<file path="src/rtl/peak_tx_pkg.sv">
// Shared types and helpers for the peak-aligned burst transmitter.
// Holds the FSM state encoding, the missed-peak counter width and the delay arithmetic.
package peak_tx_pkg;

    typedef enum logic [1:0] {
        ST_IDLE = 2'd0,
        ST_WAIT = 2'd1,
        ST_SEND = 2'd2
    } state_t;

    localparam int MISSED_CNT_W = 8;

    // Remaining samples until burst start; one extra bit lets "already past the target" show as a borrow.
    function automatic logic [31:0] sat_diff(input logic [31:0] target, input logic [31:0] elapsed);
        logic [32:0] diff;
        diff = {1'b0, target} - {1'b0, elapsed};
        if (diff[32]) begin
            return '0;
        end
        return diff[31:0];
    endfunction

endpackage

</file>
<file path="src/rtl/peak_tx_countdown.sv">
// Sample-strobe down-counter for the peak-to-burst delay.
// Load has priority over decrement; the count holds at zero.
module peak_tx_countdown #(
    parameter int WIDTH = 16
) (
    input  logic             clk,
    input  logic             reset,
    input  logic             clear,
    input  logic             load,
    input  logic [WIDTH-1:0] load_val,
    input  logic             dec,
    output logic [WIDTH-1:0] count,
    output logic             zero
);

    always_ff @(posedge clk or negedge reset) begin
        if (!reset) begin
            count <= '0;
        end else if (clear) begin
            count <= '0;
        end else if (load) begin
            count <= load_val;
        end else if (dec && (count != '0)) begin
            count <= count - 1'b1;
        end
    end

    assign zero = (count == '0);

endmodule

</file>
<file path="src/rtl/peak_burst_tx.sv">
// Peak-aligned burst transmitter: after a detector peak, waits out the programmed delay and passes one burst_len burst.
// Build option PEAK_BURST_TX_RETRIG_EN: a peak during the countdown re-arms instead of being counted as missed.
//
// state   | meaning
// --------+-----------------------------------------------------------
// ST_IDLE | outputs gated, waiting for a peak to arm
// ST_WAIT | counting sample strobes down to the burst start
// ST_SEND | zero-latency pass-through until the last beat transfers
module peak_burst_tx
    import peak_tx_pkg::*;
#(
    parameter int DATA_WIDTH  = 16,
    parameter int DELAY_WIDTH = 16,
    parameter int LEN_WIDTH   = 12
) (
    input  logic                    clk,
    input  logic                    reset,
    input  logic                    clear,
    input  logic [DELAY_WIDTH-1:0]  delay,
    input  logic [LEN_WIDTH-1:0]    burst_len,
    input  logic                    sample_stb,
    input  logic                    peak_stb_in,
    input  logic [DATA_WIDTH-1:0]   nrx_after_peak,
    input  logic [DATA_WIDTH-1:0]   in_tdata,
    input  logic                    in_tvalid,
    output logic                    in_tready,
    output logic [DATA_WIDTH-1:0]   out_tdata,
    output logic                    out_tvalid,
    output logic                    out_tlast,
    input  logic                    out_tready,
    output logic                    busy,
    output logic                    late,
    output logic [MISSED_CNT_W-1:0] missed_cnt
);

    state_t                  state;
    state_t                  state_nxt;
    logic [LEN_WIDTH-1:0]    beat;
    logic [LEN_WIDTH-1:0]    last_idx;
    logic                    late_q;
    logic [MISSED_CNT_W-1:0] missed_q;

    logic [DELAY_WIDTH-1:0]  d_val;
    logic                    peak_due;
    logic                    peak_late;
    logic                    arm;
    logic                    peak_missed;
    logic                    xfer;
    logic                    last_beat;
    logic                    cd_load;
    logic                    cd_dec;
    logic [DELAY_WIDTH-1:0]  cd_count;
    logic                    cd_zero;

    // The difference never exceeds delay, so it always fits the countdown width.
    assign d_val     = DELAY_WIDTH'(sat_diff(32'(delay), 32'(nrx_after_peak)));
    assign peak_due  = (d_val == '0);
    assign peak_late = (32'(nrx_after_peak) > 32'(delay));
    assign last_beat = (beat == last_idx);

    peak_tx_countdown #(
        .WIDTH (DELAY_WIDTH)
    ) u_countdown (
        .clk      (clk),
        .reset    (reset),
        .clear    (clear),
        .load     (cd_load),
        .load_val (d_val),
        .dec      (cd_dec),
        .count    (cd_count),
        .zero     (cd_zero)
    );

    always_ff @(posedge clk or negedge reset) begin
        if (!reset) begin
            state    <= ST_IDLE;
            beat     <= '0;
            last_idx <= '0;
            late_q   <= 1'b0;
            missed_q <= '0;
        end else if (clear) begin
            state    <= ST_IDLE;
            beat     <= '0;
            last_idx <= '0;
            late_q   <= 1'b0;
            missed_q <= '0;
        end else begin
            state <= state_nxt;
            if (arm) begin
                late_q   <= peak_late;
                last_idx <= (burst_len == '0) ? '0 : burst_len - 1'b1;
            end
            if (xfer) begin
                beat <= last_beat ? '0 : beat + 1'b1;
            end
            if (peak_missed && (missed_q != '1)) begin
                missed_q <= missed_q + 1'b1;
            end
        end
    end

    always_comb begin
        state_nxt   = state;
        arm         = 1'b0;
        peak_missed = 1'b0;
        cd_load     = 1'b0;
        cd_dec      = 1'b0;
        xfer        = 1'b0;
        in_tready   = 1'b0;
        out_tvalid  = 1'b0;
        out_tdata   = '0;
        out_tlast   = 1'b0;
        case (state)
            ST_IDLE: begin
                if (peak_stb_in) begin
                    arm = 1'b1;
                    if (peak_due) begin
                        state_nxt = ST_SEND;
                    end else begin
                        cd_load   = 1'b1;
                        state_nxt = ST_WAIT;
                    end
                end
            end
            ST_WAIT: begin
                cd_dec = sample_stb;
                // The zero term only guards against a stranded counter; arming never loads zero.
                if ((sample_stb && (cd_count == DELAY_WIDTH'(1))) || cd_zero) begin
                    state_nxt = ST_SEND;
                end
`ifdef PEAK_BURST_TX_RETRIG_EN
                if (peak_stb_in) begin
                    arm    = 1'b1;
                    cd_dec = 1'b0;
                    if (peak_due) begin
                        state_nxt = ST_SEND;
                    end else begin
                        cd_load   = 1'b1;
                        state_nxt = ST_WAIT;
                    end
                end
`else
                peak_missed = peak_stb_in;
`endif
            end
            ST_SEND: begin
                in_tready   = out_tready;
                out_tvalid  = in_tvalid;
                out_tdata   = in_tdata;
                out_tlast   = last_beat;
                xfer        = in_tvalid && out_tready;
                peak_missed = peak_stb_in;
                if (xfer && last_beat) begin
                    state_nxt = ST_IDLE;
                end
            end
            default: begin
                state_nxt = ST_IDLE;
            end
        endcase
    end

    assign busy       = (state != ST_IDLE);
    assign late       = late_q;
    assign missed_cnt = missed_q;

endmodule

</file>
<file path="config.mk">
export PLATFORM = sky130hd
export DESIGN_NAME = peak_burst_tx
export DESIGN_NICKNAME = d
export VERILOG_FILES = /design/src/rtl/peak_tx_pkg.sv /design/src/rtl/peak_tx_countdown.sv /design/src/rtl/peak_burst_tx.sv
export SDC_FILE = /design/constraint.sdc
export NUM_CORES = 1
export LEC_CHECK = 0
export CELL_PAD_IN_SITES_DETAIL_PLACEMENT = 0
export CELL_PAD_IN_SITES_GLOBAL_PLACEMENT = 1
export CORE_MARGIN = 10
export CORE_UTILIZATION = 29
export CTS_CLUSTER_SIZE = 30
export DETAILED_ROUTE_END_ITERATION = 8
export PLACE_DENSITY = 0.75
export SYNTH_ARGS = -nofsm -noshare
export SYNTH_HDL_FRONTEND = slang
export SYNTH_HIERARCHICAL = 1
export SYNTH_SLANG_ARGS = --single-unit
</file>
<file path="constraint.sdc">
create_clock -name clk -period 3 [get_ports clk]
set_input_delay 0.3 -clock clk [delete_from_list [all_inputs] [get_ports clk]]
set_output_delay 0.3 -clock clk [all_outputs]
set_load 0.05 [all_outputs]
</file>
==> flow_summary.json, run 1 <==
{
  "synth_seq_cells": 51,
  "p_seq_frac": 0.261,
  "power_density_mw_per_mm2": 587.7,
  "finalClockSkew_ns": 0.005839,
  "drt-pass1-iter-count": 4,
  "die-area_mm2": 0.01941,
  "required_ns": 3.23,
  "yosysTopAreaCell": "dfrtp_1",
  "ios": 96,
  "row_count": 43,
  "ys.warnings.count": 6,
  "track_usage": 0.1165,
  "crit_arrival_ns": 3.27,
  "rsz0062_at_grt": "yes",
  "placed_cell_area_mm2": 0.005853,
  "syn-cell-area_mm2": 0.004129,
  "rr_startpoint": "u_countdown/count[0]",
  "routabilityCongestion": 0.8412,
  "status": "finished, violations left",
  "clkLatencyLatePin_ns": 0.30,
  "synthCells": 505,
  "avgSynthCellArea_um2": 8.176,
  "clock-root-buffer": "clkbuf_16",
  "drt-initial-drc-count": 157,
  "cp_max_fo": 5,
  "die_y_um": 139.3,
  "grt_overflow": 0,
  "synth_edf_count": 0,
  "die_x_um": 139.3,
  "finalHoldWorstSlack_ns": 0.4327,
  "seq_area_frac_synth": 0.3091,
  "grt_pass1_vias": 4195,
  "async_flop_share": 1.000,
  "comb_power_share": 0.559,
  "fmax_ghz": 0.3284,
  "port-buffer-count": 95,
  "syn-num-nets": 598,
  "grt_first_pass_wirelength_um": 19670,
  "finalCriticalPeriod_ns": 3.045,
  "ys_types": 64,
  "post-dp-hpwl_um": 9533,
  "wl_per_cell_um": 13.87,
  "drc": 0,
  "cap_viol_max_count": 0,
  "cts_buffers": 5,
  "synth_ff_type": "dfrtp_1",
  "swShare": 0.4279,
  "avgViaCountPerCell": 4.892,
  "detailroute.via_count": 4173,
  "p_switching_mw": 1.593,
  "syn2layout_area_growth_pct": 53.36,
  "worstMarginPinSlew_ns": 0.8090,
  "p_int_mw": 2.129,
  "synth_top_area_frac": 0.3091,
  "end_kind": "register",
  "setup_viol": 4,
  "antenna_cells": 0,
  "cts_tree": "done",
  "path_clk_slew_ns": 0.07,
  "worstSetupPathType": "in -> reg",
  "grt_max_degree": 41,
  "ctsHtreeMaxLevel": 2,
  "synth_common_cells": "nor2_1 (71), dfrtp_1 (51), nand2_1 (43)",
  "start_util": 0.2963,
  "p_clk_frac": 0.180,
  "slew_headroom": 0.4607,
  "crit_start": "delay[6]",
  "fin_crit_sh": 1.015,
  "violations": "setup timing",
  "hold_violations": 0,
  "pre_cts_slack_ns": -0.7859,
  "synth_most_common_cell": "nor2_1",
  "drive_gt1_frac": 0.2214,
  "min_path_type": "in -> async",
  "clock_sinks": 51,
  "final_nets": 765,
  "ant_nets": 0,
  "totalWireLength_um": 11830,
  "peakVddDrop_mv": 0.3555,
  "cts_buffer_depth": 2,
  "final.setup.worst_slack_ns": -0.04461,
  "yosys-top-cells-area": "dfrtp_1 (31%), ha_1 (7.6%), xor2_1 (6.6%)",
  "final_area_mm2": 0.006332,
  "core_mm2": 0.01393,
  "p_leak_nw": 2.803,
  "maxSlewViolCount": 0,
  "startpoint_type": "input port",
  "antenna_found_initial": 0
}
## kinds of logic (layout without fill, tap and decap cells)
family,after synthesis,after routing,share of synthesized area
and+or+nand+nor,223,223,0.2788
muxes,3,3,0.007273
adders and majority gates,26,26,0.08061
xor gates and xnor gates,52,52,0.1103
DFF,51,51,0.3091
AOI/OAI and AO/OA,100,100,0.1676
buffers and inverters,50,218,0.04636
## metal layers
metal / up-vias / part of all wire / global-route usage
li1: 2124 / - / -
met1: 1942 / 0.46 / 0.1396
met2: 97 / 0.49 / 0.2044
met3: 10 / 0.045 / 0.02620
met4: 0 / 0.012 / 0.02965
met5: - / 0 / 0
## through the flow
step	util	instances	setup TNS, ns	total power, mW
2_1_floorplan	-	505	0	2.235
4_1_cts	0.4425	847	-1.531	3.632
5_1_grt	0.4544	853	-1.087	3.969
3_3_place_gp	0.4200	831	-9.027	2.861
6_report	0.4544	853	-0.09630	3.722
3_5_place_dp	0.4200	831	-12.26	2.898
## sequential cells by signal, indices dropped and copies added (netlist names)
register / cells
u_countdown/count: 16
beat: 12
last_idx: 12
missed_cnt: 8
state: 2
late: 1
## critical path: stages
cell and delay (ns):
dlygate4sd2_1 0.26, ha_4 0.25, and2_4 0.15, a221o_1 0.33, a31oi_4 0.21, o21ai_2 0.09
buf_4 0.14, a21oi_2 0.14, xor2_1 0.26, nor2_4 0.08, nor4_4 0.34, nor2_4 0.10
or4_1 0.48, a21oi_1 0.13
## final cells by class
cell class / count / area, um2
multi-input cells: 404 / 2958
inverters: 36 / 140.1
clock buffers: 5 / 125.1
well taps: 180 / 225.2
flip-flops and latches: 51 / 1276
fillers: 1346 / 7602
clock inverters: 3 / 47.55
repair buffers: 174 / 1560
## repair_timing
action                                  CTS  global route
hold buffers                              1             0
pin swaps                                21            30
endpoints found under the setup margin   18            18
endpoints found under the hold margin    11             0
setup buffers                             6             6
gates resized for setup                  45            32
cloned                                    1             0
## worst paths after layout
path | to | slack, ns | cells past startpoint
worst min register to register | last_idx[4] | 0.52 | 2
max in group asynchronous | u_countdown/count[10] | 1.74 | 3
worst max register to register | state[1] | 0.35 | 9
worst max-delay path | u_countdown/count[4] | -0.04 | 14
worst min-delay path | u_countdown/count[2] | 0.43 | 2
min in group clk | last_idx[4] | 0.52 | 2
## layout by cell type, fill, tap and decap left out, drive strengths merged, types with 4 or more instances in the layout
| cell | netlist | layout |
|---|---|---|
| buf | 4 | 81 |
| clkdlybuf4s50 | 0 | 78 |
| nor2 | 72 | 72 |
| dfrtp | 51 | 51 |
| nand2 | 43 | 43 |
| inv | 36 | 37 |
| xor2 | 31 | 31 |
| o21ai | 29 | 29 |
| ha | 25 | 25 |
| a21oi | 24 | 24 |
| and2 | 21 | 21 |
| xnor2 | 21 | 21 |
| nor4 | 17 | 17 |
| nor3 | 9 | 9 |
| dlygate4sd2 | 0 | 9 |
| a211oi | 8 | 8 |
| nand3 | 7 | 7 |
| nand4 | 7 | 7 |
| nand2b | 7 | 7 |
| and3 | 6 | 6 |
| or4 | 6 | 6 |
| clkbuf | 10 | 6 |
| a31oi | 6 | 6 |
| nor2b | 5 | 5 |
| or3 | 5 | 5 |
| a311oi | 5 | 5 |
| o41ai | 4 | 4 |
## power by group through the flow
stage	clock network [mW]	logic, mW	registers [mW]
after floorplan	0	1.26	0.976
after global placement	0	1.88	0.977
after detailed placement	0	1.92	0.981
after CTS	0.687	1.98	0.969
after global routing	0.710	2.26	0.994
final	0.669	2.08	0.972
Power figures use the tool's default switching activity.
==> run 2: changes to the inputs <==
- RECOVER_POWER: not set -> 50
==> run 2 against run 1 <==
The run still ends with setup timing left. Design area about the same. Clock skew did not move. Count of clock-buffer cells in the layout stayed put. Global-route usage stayed put. Largest power group unchanged.
==> flow_summary.json, run 2 (synthesized netlist as in run 1, its figures left out) <==
{
  "dp.cells": 831,
  "p_int_mw": 2.127,
  "finalClockSkew_ns": 0.005839,
  "path_clk_slew_ns": 0.07,
  "drt-initial-drc-count": 157,
  "cp.buffers_inverters": 2,
  "port-buffer-count": 95,
  "drc": 0,
  "regMostFlops": "u_countdown/count",
  "maxSlewViolCount": 0,
  "final_common_cell": "clkdlybuf4s50_1",
  "p_clk_frac": 0.180,
  "peakVddDrop_mv": 0.3569,
  "wl_per_cell_um": 13.87,
  "detailroute.via_count": 4173,
  "min_path_type": "reg -> reg",
  "cap_viol_max_count": 0,
  "p_switching_mw": 1.592,
  "die_y_um": 139.3,
  "final_nets": 765,
  "ctsHtreeMaxLevel": 2,
  "fin_cells": 853,
  "die_x_um": 139.3,
  "cp_max_fo": 5,
  "reg_top3": "u_countdown/count (16), beat (12), last_idx (12)",
  "holdCritStartpoint": "last_idx[4]",
  "violations": "setup timing",
  "grt_first_pass_wirelength_um": 19670,
  "track_usage": 0.1165,
  "cpMostUsedCell": "nor2_4",
  "hold_violations": 0,
  "grt_pass1_vias": 4195,
  "final_area_mm2": 0.006329,
  "totalWireLength_um": 11830,
  "final.setup.worst_slack_ns": -0.04461,
  "final_util": 0.4542,
  "grt_overflow": 0,
  "worstMarginPinSlew_ns": 1.012,
  "cts_tree": "done",
  "clkLatencyLatePin_ns": 0.30,
  "row_count": 43,
  "status": "finished, violations left",
  "placed_cell_area_mm2": 0.005853,
  "antenna_found_initial": 0,
  "slew_headroom": 0.3253,
  "comb_power_share": 0.559,
  "swShare": 0.4281,
  "avgViaCountPerCell": 4.892,
  "drive_gt1_frac": 0.2199,
  "post-dp-hpwl_um": 9533,
  "tns_ns": -0.09630,
  "finalCriticalPeriod_ns": 3.045,
  "rsz0062_at_grt": "yes",
  "clock-root-buffer": "clkbuf_16",
  "die-area_mm2": 0.01941,
  "cpPeakStageDelay_ns": 0.48,
  "grt_max_degree": 41,
  "ios": 96,
  "crit_arrival_ns": 3.27,
  "fmax_ghz": 0.3284,
  "layout_common_cells": "clkdlybuf4s50_1 (73), buf_4 (70), nor2_1 (64)",
  "core_mm2": 0.01393,
  "cp_top_family": "simple AND/OR/NAND/NOR gates",
  "clock_sinks": 51,
  "p_seq_frac": 0.261,
  "worstPathCellList": "dlygate4sd2_1 > ha_4 > and2_4 > a221o_1 > a31oi_4 > o21ai_2 > buf_4 > a21oi_2 > xor2_1 > nor2_4 > nor4_4 > nor2_4 > or4_1 > a21oi_1",
  "crit_start": "delay[6]",
  "largest_register_ffs": 16,
  "required_ns": 3.23,
  "syn2layout_area_growth_pct": 53.27,
  "power.total_mw": 3.719,
  "end_kind": "register",
  "power_density_mw_per_mm2": 587.7,
  "setup_viol": 4,
  "start_util": 0.2963,
  "drt-pass1-iter-count": 4,
  "routabilityCongestion": 0.8412,
  "fin_crit_sh": 1.015,
  "antenna_cells": 0,
  "p_leak_nw": 2.816,
  "worstSetupPathType": "in -> reg",
  "rr_startpoint": "u_countdown/count[0]",
  "num-fill-cells": 1347,
  "cts_buffers": 5,
  "cp_slowest_cell": "or4_1",
  "cts_buffer_depth": 2,
  "ant_nets": 0,
  "startpoint_type": "input port"
}
==> run 2: per-layer routing <==
| metal | wire (um) | track usage | vias up |
|---|---|---|---|
| met5 | 0 | 0 | - |
| met4 | 145 | 0.02965 | 0 |
| met3 | 532 | 0.02620 | 10 |
| met2 | 5749 | 0.2044 | 97 |
| met1 | 5404 | 0.1396 | 1942 |
| li1 | - | - | 2124 |
==> run 2: area by class of cell <==
cell class / count / area (um2) / area share
flip-flops and latches: 51 / 1276 / 0.2017
repair buffers: 174 / 1556 / 0.2459
inverters: 36 / 140.1 / 0.02214
clock inverters: 3 / 47.55 / 0.007513
multi-input cells: 404 / 2958 / 0.4674
clock buffers: 5 / 125.1 / 0.01977
well taps: 180 / 225.2 / 0.03559
==> run 2: timing repair <==
action / 4_1_cts / 5_1_grt
hold buffers: 1 / 0
pin swaps: 21 / 30
setup endpoints to repair: 18 / 18
gates cloned: 1 / 0
resized for setup: 45 / 32
endpoints found under the hold margin: 11 / 0
setup buffers: 6 / 6
==> run 2: path summary, 6_finish.rpt <==
check	endpoint	slack, ns	cells after the start
min	last_idx[4]	0.52	2
min in group asynchronous	u_countdown/count[2]	0.60	2
max in group asynchronous	u_countdown/count[10]	0.93	3
max reg2reg	state[1]	0.35	9
min reg2reg	last_idx[4]	0.52	2
max	u_countdown/count[4]	-0.04	14
==> run 2: worst register-to-register path: stages (launching register included) <==
cell,delay (ns)
dfrtp_1,0.42
inv_1,0.11
ha_1,0.25
or3b_2,0.51
nor4_2,0.35
nand2b_1,0.16
o21ai_0,0.24
o31ai_1,0.30
nor2_1,0.09
o41a_1,0.11
==> run 2: through the flow <==
step	setup slack (ns)	hold slack, ns
2_1_floorplan	0.0006359	0.004409
3_3_place_gp	-0.5767	0.2253
3_5_place_dp	-0.7859	0.2306
4_1_cts	-0.2062	0.4531
5_1_grt	-0.1334	0.5535
6_report	-0.04461	0.5174
==> run 2: power groups by stage <==
stage          Clock [mW]  Sequential, mW  Combinational [mW]
6_report            0.669           0.972                2.08
2_1_floorplan           0           0.976                1.26
3_3_place_gp            0           0.977                1.88
5_1_grt             0.710           0.994                2.26
3_5_place_dp            0           0.981                1.92
4_1_cts             0.687           0.969                1.98
==> run 3: changes to the inputs <==
- clock period: 3 -> 3.1 ns (I/O delays scaled with it)
==> run 3 against run 2 <==
Combinational power down 3%. Clock power down 4.3%. Register-to-register slack better by 0.11 ns. Global-route usage up 0.26 points. Highest routed layer unchanged. Via count up 1.5%. The run ends with capacitance limit, slew limit left. Largest power group unchanged. First-iteration DRC count down 32%.
==> flow_summary.json, run 3 (synthesized netlist as in run 1, its figures left out) <==
{
  "status": "finished, violations left",
  "violations": "capacitance limit, slew limit",
  "r2r_slack_ns": 0.46,
  "track_usage": 0.1191,
  "dp.cells": 827,
  "regMostFlops": "u_countdown/count",
  "rsz0062_at_grt": "yes",
  "power.total_mw": 3.600,
  "worstSetupPathType": "in -> reg",
  "pre_cts_slack_ns": -0.6874,
  "totalWireLength_um": 12240,
  "fin_crit_sh": 0.9683,
  "final.setup.worst_slack_ns": 0.09812,
  "reg2reg_depth": 9,
  "drt-pass1-iter-count": 4,
  "routabilityCongestion": 0.8532,
  "reg_top3": "u_countdown/count (16), beat (12), last_idx (12)",
  "ctsHtreeMaxLevel": 2,
  "final_nets": 761,
  "cts_buffer_depth": 2,
  "min_to": "last_idx[5]",
  "avgViaCountPerCell": 4.989,
  "setup_viol": 0,
  "grt_max_degree": 36,
  "end_kind": "register",
  "power_density_mw_per_mm2": 569.5,
  "post-dp-hpwl_um": 9516,
  "drc": 0,
  "placed_cell_area_mm2": 0.005738,
  "start_util": 0.2963,
  "drt-initial-drc-count": 106,
  "final_area_mm2": 0.006321,
  "drive_gt1_frac": 0.2138,
  "startpoint_type": "input port",
  "num-fill-cells": 1363,
  "maxSlewViolCount": 36,
  "wl_per_cell_um": 14.42,
  "cap_viol_max_count": 1,
  "path_clk_slew_ns": 0.07,
  "die_y_um": 139.3,
  "rr_startpoint": "u_countdown/count[0]",
  "fin_cells": 849,
  "ios": 96,
  "row_count": 43,
  "finalCriticalPeriod_ns": 3.002,
  "finalClockSkew_ns": 0.007196,
  "p_leak_nw": 2.798,
  "antenna_cells": 0,
  "tns_ns": 0,
  "cts_tree": "done",
  "holdCritStartpoint": "last_idx[5]",
  "clock_sinks": 51,
  "layout_common_cells": "clkdlybuf4s50_1 (69), nor2_1 (65), buf_4 (63)",
  "crit_arrival_ns": 3.22,
  "worstMarginPinSlew_ns": 2.075,
  "hold_path_depth": 2,
  "grt_overflow": 0,
  "antenna_found_initial": 0,
  "fmax_ghz": 0.3331,
  "ant_nets": 0,
  "cp_max_fo": 4,
  "die_x_um": 139.3,
  "peakVddDrop_mv": 0.2356,
  "clock-root-buffer": "clkbuf_16",
  "die-area_mm2": 0.01941,
  "min_path_type": "reg -> reg",
  "final_common_cell": "clkdlybuf4s50_1",
  "grt_first_pass_wirelength_um": 20250,
  "port-buffer-count": 95,
  "detailroute.via_count": 4236,
  "required_ns": 3.32,
  "core_mm2": 0.01393,
  "cts_buffers": 5,
  "slew_headroom": -0.3831,
  "largest_register_ffs": 16,
  "hold_violations": 0,
  "crit_start": "nrx_after_peak[0]",
  "syn2layout_area_growth_pct": 53.09,
  "r2r-end": "state[1]",
  "grt_pass1_vias": 4324,
  "clkLatencyLatePin_ns": 0.29
}
run 3: cell count changes in the layout (fill, tap and decap cells not counted), moves of 3 or more:
| cell | previous run | this run |
|---|---|---|
| buf_6 | 8 | 13 |
| buf_4 | 70 | 63 |
| clkdlybuf4s15_1 | 3 | 6 |
| dlygate4sd3_1 | 6 | 9 |
| clkdlybuf4s50_1 | 73 | 69 |
run 3: layer usage:
layer / part of all wire / up-vias / global-route usage / wire length (um)
li1: - / 2112 / - / -
met1: 0.45 / 1979 / 0.1452 / 5454
met2: 0.49 / 137 / 0.2064 / 6038
met3: 0.052 / 8 / 0.02348 / 638
met4: 0.0087 / 0 / 0.03460 / 107
met5: 0 / - / 0 / 0
run 3: worst max path at each step:
stage                                       to  slack, ns  cells after the start
after floorplan           u_countdown/count[4]       0.01                     14
after global placement    u_countdown/count[4]      -0.57                     15
after detailed placement  u_countdown/count[4]      -0.69                     15
after CTS                 u_countdown/count[9]       0.02                     16
after global routing      u_countdown/count[4]      -0.04                     15
final                     u_countdown/count[4]        0.1                     14
run 3: cell type report:
| type | count | area, um2 | area share |
|---|---|---|---|
| inverter | 36 | 140.1 | 0.02217 |
| sequential | 51 | 1276 | 0.2019 |
| multi-input combinational | 404 | 2965 | 0.4691 |
| timing repair buffer | 170 | 1541 | 0.2439 |
| clock inverter | 3 | 47.55 | 0.007522 |
| clock buffer | 5 | 125.1 | 0.01979 |
| tap | 180 | 225.2 | 0.03563 |
run 3: repair_timing:
action                                  4_1_cts  5_1_grt
endpoints found under the setup margin       16       16
hold buffers                                  0        0
resized for setup                            65       30
setup buffers                                11        4
pin swaps                                    28        9
run 3: metrics by stage:
step / hold slack [ns] / utilization
after floorplan: 0.01441 / -
after detailed placement: 0.4709 / 0.4118
after global routing: 0.5515 / 0.4536
after global placement: 0.4541 / 0.4118
after CTS: 0.1646 / 0.4434
final: 0.5165 / 0.4536
run 3: power by group:
group / switching (mW) / internal (mW)
logic: 1.14 / 0.879
registers: 0.154 / 0.788
clock network: 0.254 / 0.385
total: 1.55 / 2.05
run 3: worst max-delay path, stage by stage:
cell and delay, ns:
buf_6 0.10, ha_4 0.15, fa_2 0.38, nand2b_4 0.15
a21oi_4 0.19, a31oi_4 0.13, o21ai_2 0.23, xnor2_2 0.15
nor4bb_4 0.37, a31oi_4 0.12, nor4_4 0.22, nor2_4 0.09
or4_4 0.49, a21oi_2 0.13
